`src/rtl/des_pkg.sv`:
```
// des_pkg: DES key-schedule tables, default rotation mask, state encoding and permutation helpers.
package des_pkg;
    localparam int NUM_ROUNDS = 16;
    localparam logic [15:0] DEFAULT_SHIFT_MASK = 16'h7EFC;

    // Tables use the 1-based bit numbering of the DES standard (bit 1 = MSB).
    localparam int PC1_TAB [56] = '{
        57, 49, 41, 33, 25, 17,  9,  1, 58, 50, 42, 34, 26, 18,
        10,  2, 59, 51, 43, 35, 27, 19, 11,  3, 60, 52, 44, 36,
        63, 55, 47, 39, 31, 23, 15,  7, 62, 54, 46, 38, 30, 22,
        14,  6, 61, 53, 45, 37, 29, 21, 13,  5, 28, 20, 12,  4
    };

    localparam int PC2_TAB [48] = '{
        14, 17, 11, 24,  1,  5,  3, 28, 15,  6, 21, 10,
        23, 19, 12,  4, 26,  8, 16,  7, 27, 20, 13,  2,
        41, 52, 31, 37, 47, 55, 30, 40, 51, 45, 33, 48,
        44, 49, 39, 56, 34, 53, 46, 42, 50, 36, 29, 32
    };

    typedef enum logic {IDLE, ROUND} stateType;

    function automatic logic [1:56] pc1(input logic [1:64] k);
        logic [1:56] r;
        for (int i = 0; i < 56; i++)
            r[i+1] = k[PC1_TAB[i]];
        return r;
    endfunction

    function automatic logic [1:48] pc2(input logic [1:56] cd);
        logic [1:48] r;
        for (int i = 0; i < 48; i++)
            r[i+1] = cd[PC2_TAB[i]];
        return r;
    endfunction
endpackage

```
`src/rtl/des_key_rotator.sv`:
```
// des_key_rotator: rotates both 28-bit key halves left or right by 1 or 2 positions.
module des_key_rotator (
    input  logic [1:28] c,
    input  logic [1:28] d,
    input  logic        dir,
    input  logic        amt2,
    output logic [1:28] cRot,
    output logic [1:28] dRot
);
    assign cRot = dir ? (amt2 ? {c[27:28], c[1:26]} : {c[28], c[1:27]})
                      : (amt2 ? {c[3:28], c[1:2]} : {c[2:28], c[1]});
    assign dRot = dir ? (amt2 ? {d[27:28], d[1:26]} : {d[28], d[1:27]})
                      : (amt2 ? {d[3:28], d[1:2]} : {d[2:28], d[1]});
endmodule

```
`src/rtl/des_key_scheduler.sv`:
```
// des_key_scheduler: streams the 16 DES subkeys (forward or reversed) over valid/ready.
// Optional per-byte odd-parity key check enabled by DES_KEY_PARITY_CHECK_EN.
module des_key_scheduler
    import des_pkg::*;
#(
    parameter logic [15:0] SHIFT_MASK = DEFAULT_SHIFT_MASK,
    parameter int          ROUND_W    = 4
) (
    input  logic               clk,
    input  logic               reset,
    input  logic               start,
    input  logic               decrypt,
    input  logic [1:64]        key_in,
    output logic [1:48]        subkey,
    output logic               subkey_valid,
    input  logic               subkey_ready,
    output logic [ROUND_W-1:0] round_idx,
    output logic               busy,
    output logic               done,
    output logic               key_err
);
    localparam logic [ROUND_W-1:0] LAST_ROUND = ROUND_W'(NUM_ROUNDS - 1);

    stateType    state;
    logic [1:28] c, d, cSrc, dSrc, cRot, dRot;
    logic [1:56] keyPc1;
    logic        dec, dir, amt2, keyBad;

    assign keyPc1 = pc1(key_in);
    assign {cSrc, dSrc} = (state == IDLE) ? keyPc1 : {c, d};
    assign dir = (state == ROUND) & dec;
    // Decrypt walks the encrypt shift amounts backwards, undoing them with right rotates.
    assign amt2 = (state == IDLE) ? SHIFT_MASK[0]
                : dec ? SHIFT_MASK[LAST_ROUND - round_idx]
                : SHIFT_MASK[round_idx + 1'b1];
    assign subkey = pc2({c, d});

`ifdef DES_KEY_PARITY_CHECK_EN
    always_comb begin
        keyBad = 1'b0;
        for (int i = 0; i < 8; i++)
            keyBad = keyBad | ~(^key_in[8*i+1 +: 8]);
    end
`else
    assign keyBad = 1'b0;
`endif

    des_key_rotator rotator (
        .c    (cSrc),
        .d    (dSrc),
        .dir  (dir),
        .amt2 (amt2),
        .cRot (cRot),
        .dRot (dRot)
    );

    always_ff @(posedge clk) begin
        if (reset) begin
            state        <= IDLE;
            c            <= '0;
            d            <= '0;
            dec          <= 1'b0;
            round_idx    <= '0;
            subkey_valid <= 1'b0;
            busy         <= 1'b0;
            done         <= 1'b0;
            key_err      <= 1'b0;
        end else begin
            done    <= 1'b0;
            key_err <= 1'b0;
            case (state)
                IDLE: if (start) begin
                    if (keyBad) begin
                        key_err <= 1'b1;
                    end else begin
                        dec          <= decrypt;
                        {c, d}       <= decrypt ? keyPc1 : {cRot, dRot};
                        round_idx    <= '0;
                        subkey_valid <= 1'b1;
                        busy         <= 1'b1;
                        state        <= ROUND;
                    end
                end
                ROUND: if (subkey_ready) begin
                    if (round_idx == LAST_ROUND) begin
                        state        <= IDLE;
                        subkey_valid <= 1'b0;
                        busy         <= 1'b0;
                        round_idx    <= '0;
                        done         <= 1'b1;
                    end else begin
                        {c, d}    <= {cRot, dRot};
                        round_idx <= round_idx + 1'b1;
                    end
                end
                default: state <= IDLE;
            endcase
        end
    end
endmodule

```
`config.mk`:
```
export PLATFORM = sky130hd
export DESIGN_NAME = des_key_scheduler
export DESIGN_NICKNAME = d
export VERILOG_FILES = /design/src/rtl/des_pkg.sv /design/src/rtl/des_key_rotator.sv /design/src/rtl/des_key_scheduler.sv
export SDC_FILE = /design/constraint.sdc
export NUM_CORES = 1
export LEC_CHECK = 0
export CAP_MARGIN = 20
export CORE_MARGIN = 3
export CORE_UTILIZATION = 36
export CTS_BUF_LIST = sky130_fd_sc_hd__clkbuf_4
export CTS_CLUSTER_SIZE = 40
export DETAILED_ROUTE_END_ITERATION = 10
export SLEW_MARGIN = 0
export SYNTH_ARGS = -nofsm -noshare
export SYNTH_HDL_FRONTEND = slang
export SYNTH_HIERARCHICAL = 1
export SYNTH_SLANG_ARGS = --single-unit
```
`constraint.sdc`:
```
create_clock -name clk -period 2.8 [get_ports clk]
set_clock_uncertainty 0.2 [all_clocks]
set_input_delay 0.7 -clock clk [delete_from_list [all_inputs] [get_ports clk]]
set_output_delay 0.7 -clock clk [all_outputs]
set_load 0.01 [all_outputs]
```
==> flow_summary.json <==
{
  "grt_usage_pct": 16.3,
  "clock.fmax_ghz": 0.364,
  "worst_setup_path_end_kind": "flip-flop",
  "grt_pass1_vias": 4161,
  "final_net_count": 624,
  "layout_setup_ws_ps": 55.1,
  "rows": 44,
  "period_share_pct": 98.0,
  "path_class": "flip-flop to flip-flop",
  "holdBufCountCts": 0,
  "pin_count": 125,
  "crit_fanout": 7,
  "grt_max_degree": 69,
  "pre_cts_ws_ps": -84.2,
  "yosysUniqueCellTypes": 33,
  "max_cap_violations": 0,
  "overflow": 0,
  "synthArstFlopShare_pct": 0,
  "drt_wl_total_mm": 14.0,
  "seqPwrFrac_pct": 37.5,
  "ys.flop_type": "dfxtp_1",
  "ys_ff_latch": 64,
  "yosys.cell_count.top_type": "dfxtp_1",
  "tritoncts": "built",
  "final.min_clock_period_ps": 2740,
  "synth-edff-count": 0,
  "ir_worst_vdd_mv": 0.265,
  "start_util_pct": 37.4,
  "setup_tns_ps": 0,
  "dr.pass1.iters": 4,
  "area_growth_pct": 25.5,
  "route.vias.total": 4166,
  "arrival_ps": 2870,
  "viasPerCell": 5.61,
  "place_inst": 710,
  "timing.rr.start": "round_idx[1]",
  "synth_commonest_cells": "dfxtp_1 (64), nor2_1 (61), mux2i_1 (58), buf_4 (57)",
  "synth_largest_area_cell": "dfxtp_1",
  "netlist_area_um2": 5520,
  "hold_path_depth": 2,
  "hold_violations": 0,
  "clk_pin_slew_ps": 120,
  "cts_buffer_depth": 2,
  "switchingPower_uw": 928,
  "dieHeight_um": 130,
  "synth_top_area_share_pct": 23.2,
  "pwr-share-clk_pct": 23.0,
  "whs_ps": 284,
  "swShare_pct": 32.6,
  "cts-buffers-inserted": 9,
  "grt_first_pass_wirelength_mm": 21.7,
  "dieArea_um2": 16900,
  "crit_path_start": "round_idx[1]",
  "syn_nets": 562,
  "layoutNonFillerInstCount": 742,
  "gp_congestion": 0.748,
  "avgSynthCellArea_um2": 11.3,
  "hpwlAfterDp_mm": 9.24,
  "wl_per_cell_um": 18.9,
  "final_layout_size_suffix_gt1_share_pct": 37.5,
  "setup_viol": 0,
  "hp-start": "busy",
  "pwr-share-comb_pct": 39.5,
  "synth_cells": 490,
  "drt_iter0_drc": 289,
  "portBuffers": 115,
  "p_per_area_nw_per_um2": 411,
  "worstSetupStartpointType": "flip-flop",
  "antenna_found_initial": 1,
  "synth_warnings": 6,
  "die_x_um": 130,
  "insertion_delay_ps": 450,
  "htree_levels": 3,
  "synth_seq_area_share_pct": 23.2,
  "maxSlewViolCount": 0,
  "fillers": 1371,
  "clkSinkCount": 64,
  "rsz0062_at_grt": "yes",
  "drc": 0,
  "required_ps": 2930,
  "ff2ff_path_depth": 11,
  "clockRootBuffer": "clkbuf_4",
  "fp.coreArea_um2": 14800,
  "leakage_nw": 2.38,
  "final_antenna_net_count": 0,
  "p_int_mw": 1.92,
  "yosys-top-cells-area": "dfxtp_1 (23%), mux4_2 (23%), mux2_2 (11%)",
  "hold_class": "flip-flop to flip-flop",
  "status": "finished clean"
}
## stage by stage
stage / cell area, um^2 / power (mW) / utilization [%]
6_report: 6930 / 2.85 / 47.0
5_1_grt: 6930 / 3.03 / 47.0
4_1_cts: 6610 / 2.85 / 44.8
3_5_place_dp: 6470 / 2.18 / 43.9
3_3_place_gp: 6470 / 2.15 / 43.9
2_1_floorplan: 5530 / 1.89 / -
## cells in the final DEF, fill, tap and decap left out, drive strengths merged, types with 4 or more instances in the layout
cell type / n
dfxtp: 64
mux4: 56
clkbuf: 15
clkdlybuf4s50: 114
a211oi: 57
nand3: 5
clkinv: 4
o21ai: 4
mux2: 56
nor2: 61
mux2i: 58
nand2: 5
a21oi: 5
buf: 30
## cells by family after synthesis
family	Yosys count	synth area share, %
adder cells (fa/ha/maj)	3	0.680
flip-flops	64	23.2
other	1	0.0679
AO/OA/AOI/OAI	74	12.6
buffers and inverters	100	13.0
multiplexers	170	44.8
AND/OR/NAND/NOR	78	5.75
## path summary, 6_finish.rpt
kind	slack, ps	to
setup / recovery	60	c[5]
hold / removal	280	busy
hold reg to reg	280	busy
setup reg to reg	60	c[5]
## flip-flops by register name, indices dropped and copies added (netlist names)
register   flops
busy           1
round_idx      4
d             28
done           1
dec            1
c             28
state          1
## layout make-up
| cell class | instances | area [um^2] | share of cell area [%] |
|---|---|---|---|
| multi-input cells | 326 | 3640 | 52.5 |
| repair buffers | 148 | 1630 | 23.5 |
| flip-flops and latches | 64 | 1290 | 18.6 |
| well taps | 184 | 230 | 3.32 |
| clock buffers | 11 | 82.6 | 1.19 |
| clock inverters | 5 | 47.5 | 0.686 |
| inverters | 3 | 16.3 | 0.235 |
| diodes | 1 | 2.50 | 0.0361 |
## power groups by stage
stage | combinational, mW | sequential (mW) | clock (mW)
4_1_cts | 1.09 | 1.07 | 0.692
5_1_grt | 1.22 | 1.08 | 0.723
3_5_place_dp | 1.09 | 1.09 | 0
2_1_floorplan | 0.823 | 1.07 | 0
6_report | 1.12 | 1.07 | 0.656
3_3_place_gp | 1.07 | 1.08 | 0
## metal layers
| metal | track usage [%] | wire length (um) |
|---|---|---|
| met2 | 27.4 | 6970 |
| met1 | 19.8 | 5950 |
| met5 | 0 | 13 |
| met4 | 4.40 | 163 |
| met3 | 5.85 | 927 |
## repair_timing
item | in CTS | in global routing
pin swaps | 1 | 17
cloned | 0 | 6
setup buffers | 0 | 9
gates resized for setup | 2 | 23
setup endpoints to repair | 50 | 50
## critical path: stages, from the launching register on
cell	delay, ps
dfxtp_4	390
buf_6	110
ha_4	140
a21oi_1	60
o21ai_1	210
o41ai_4	120
o311a_4	400
buf_12	140
clkbuf_16	160
mux4_2	430
mux2i_1	170
a211oi_2	80
(Power assumes the default switching activity.)
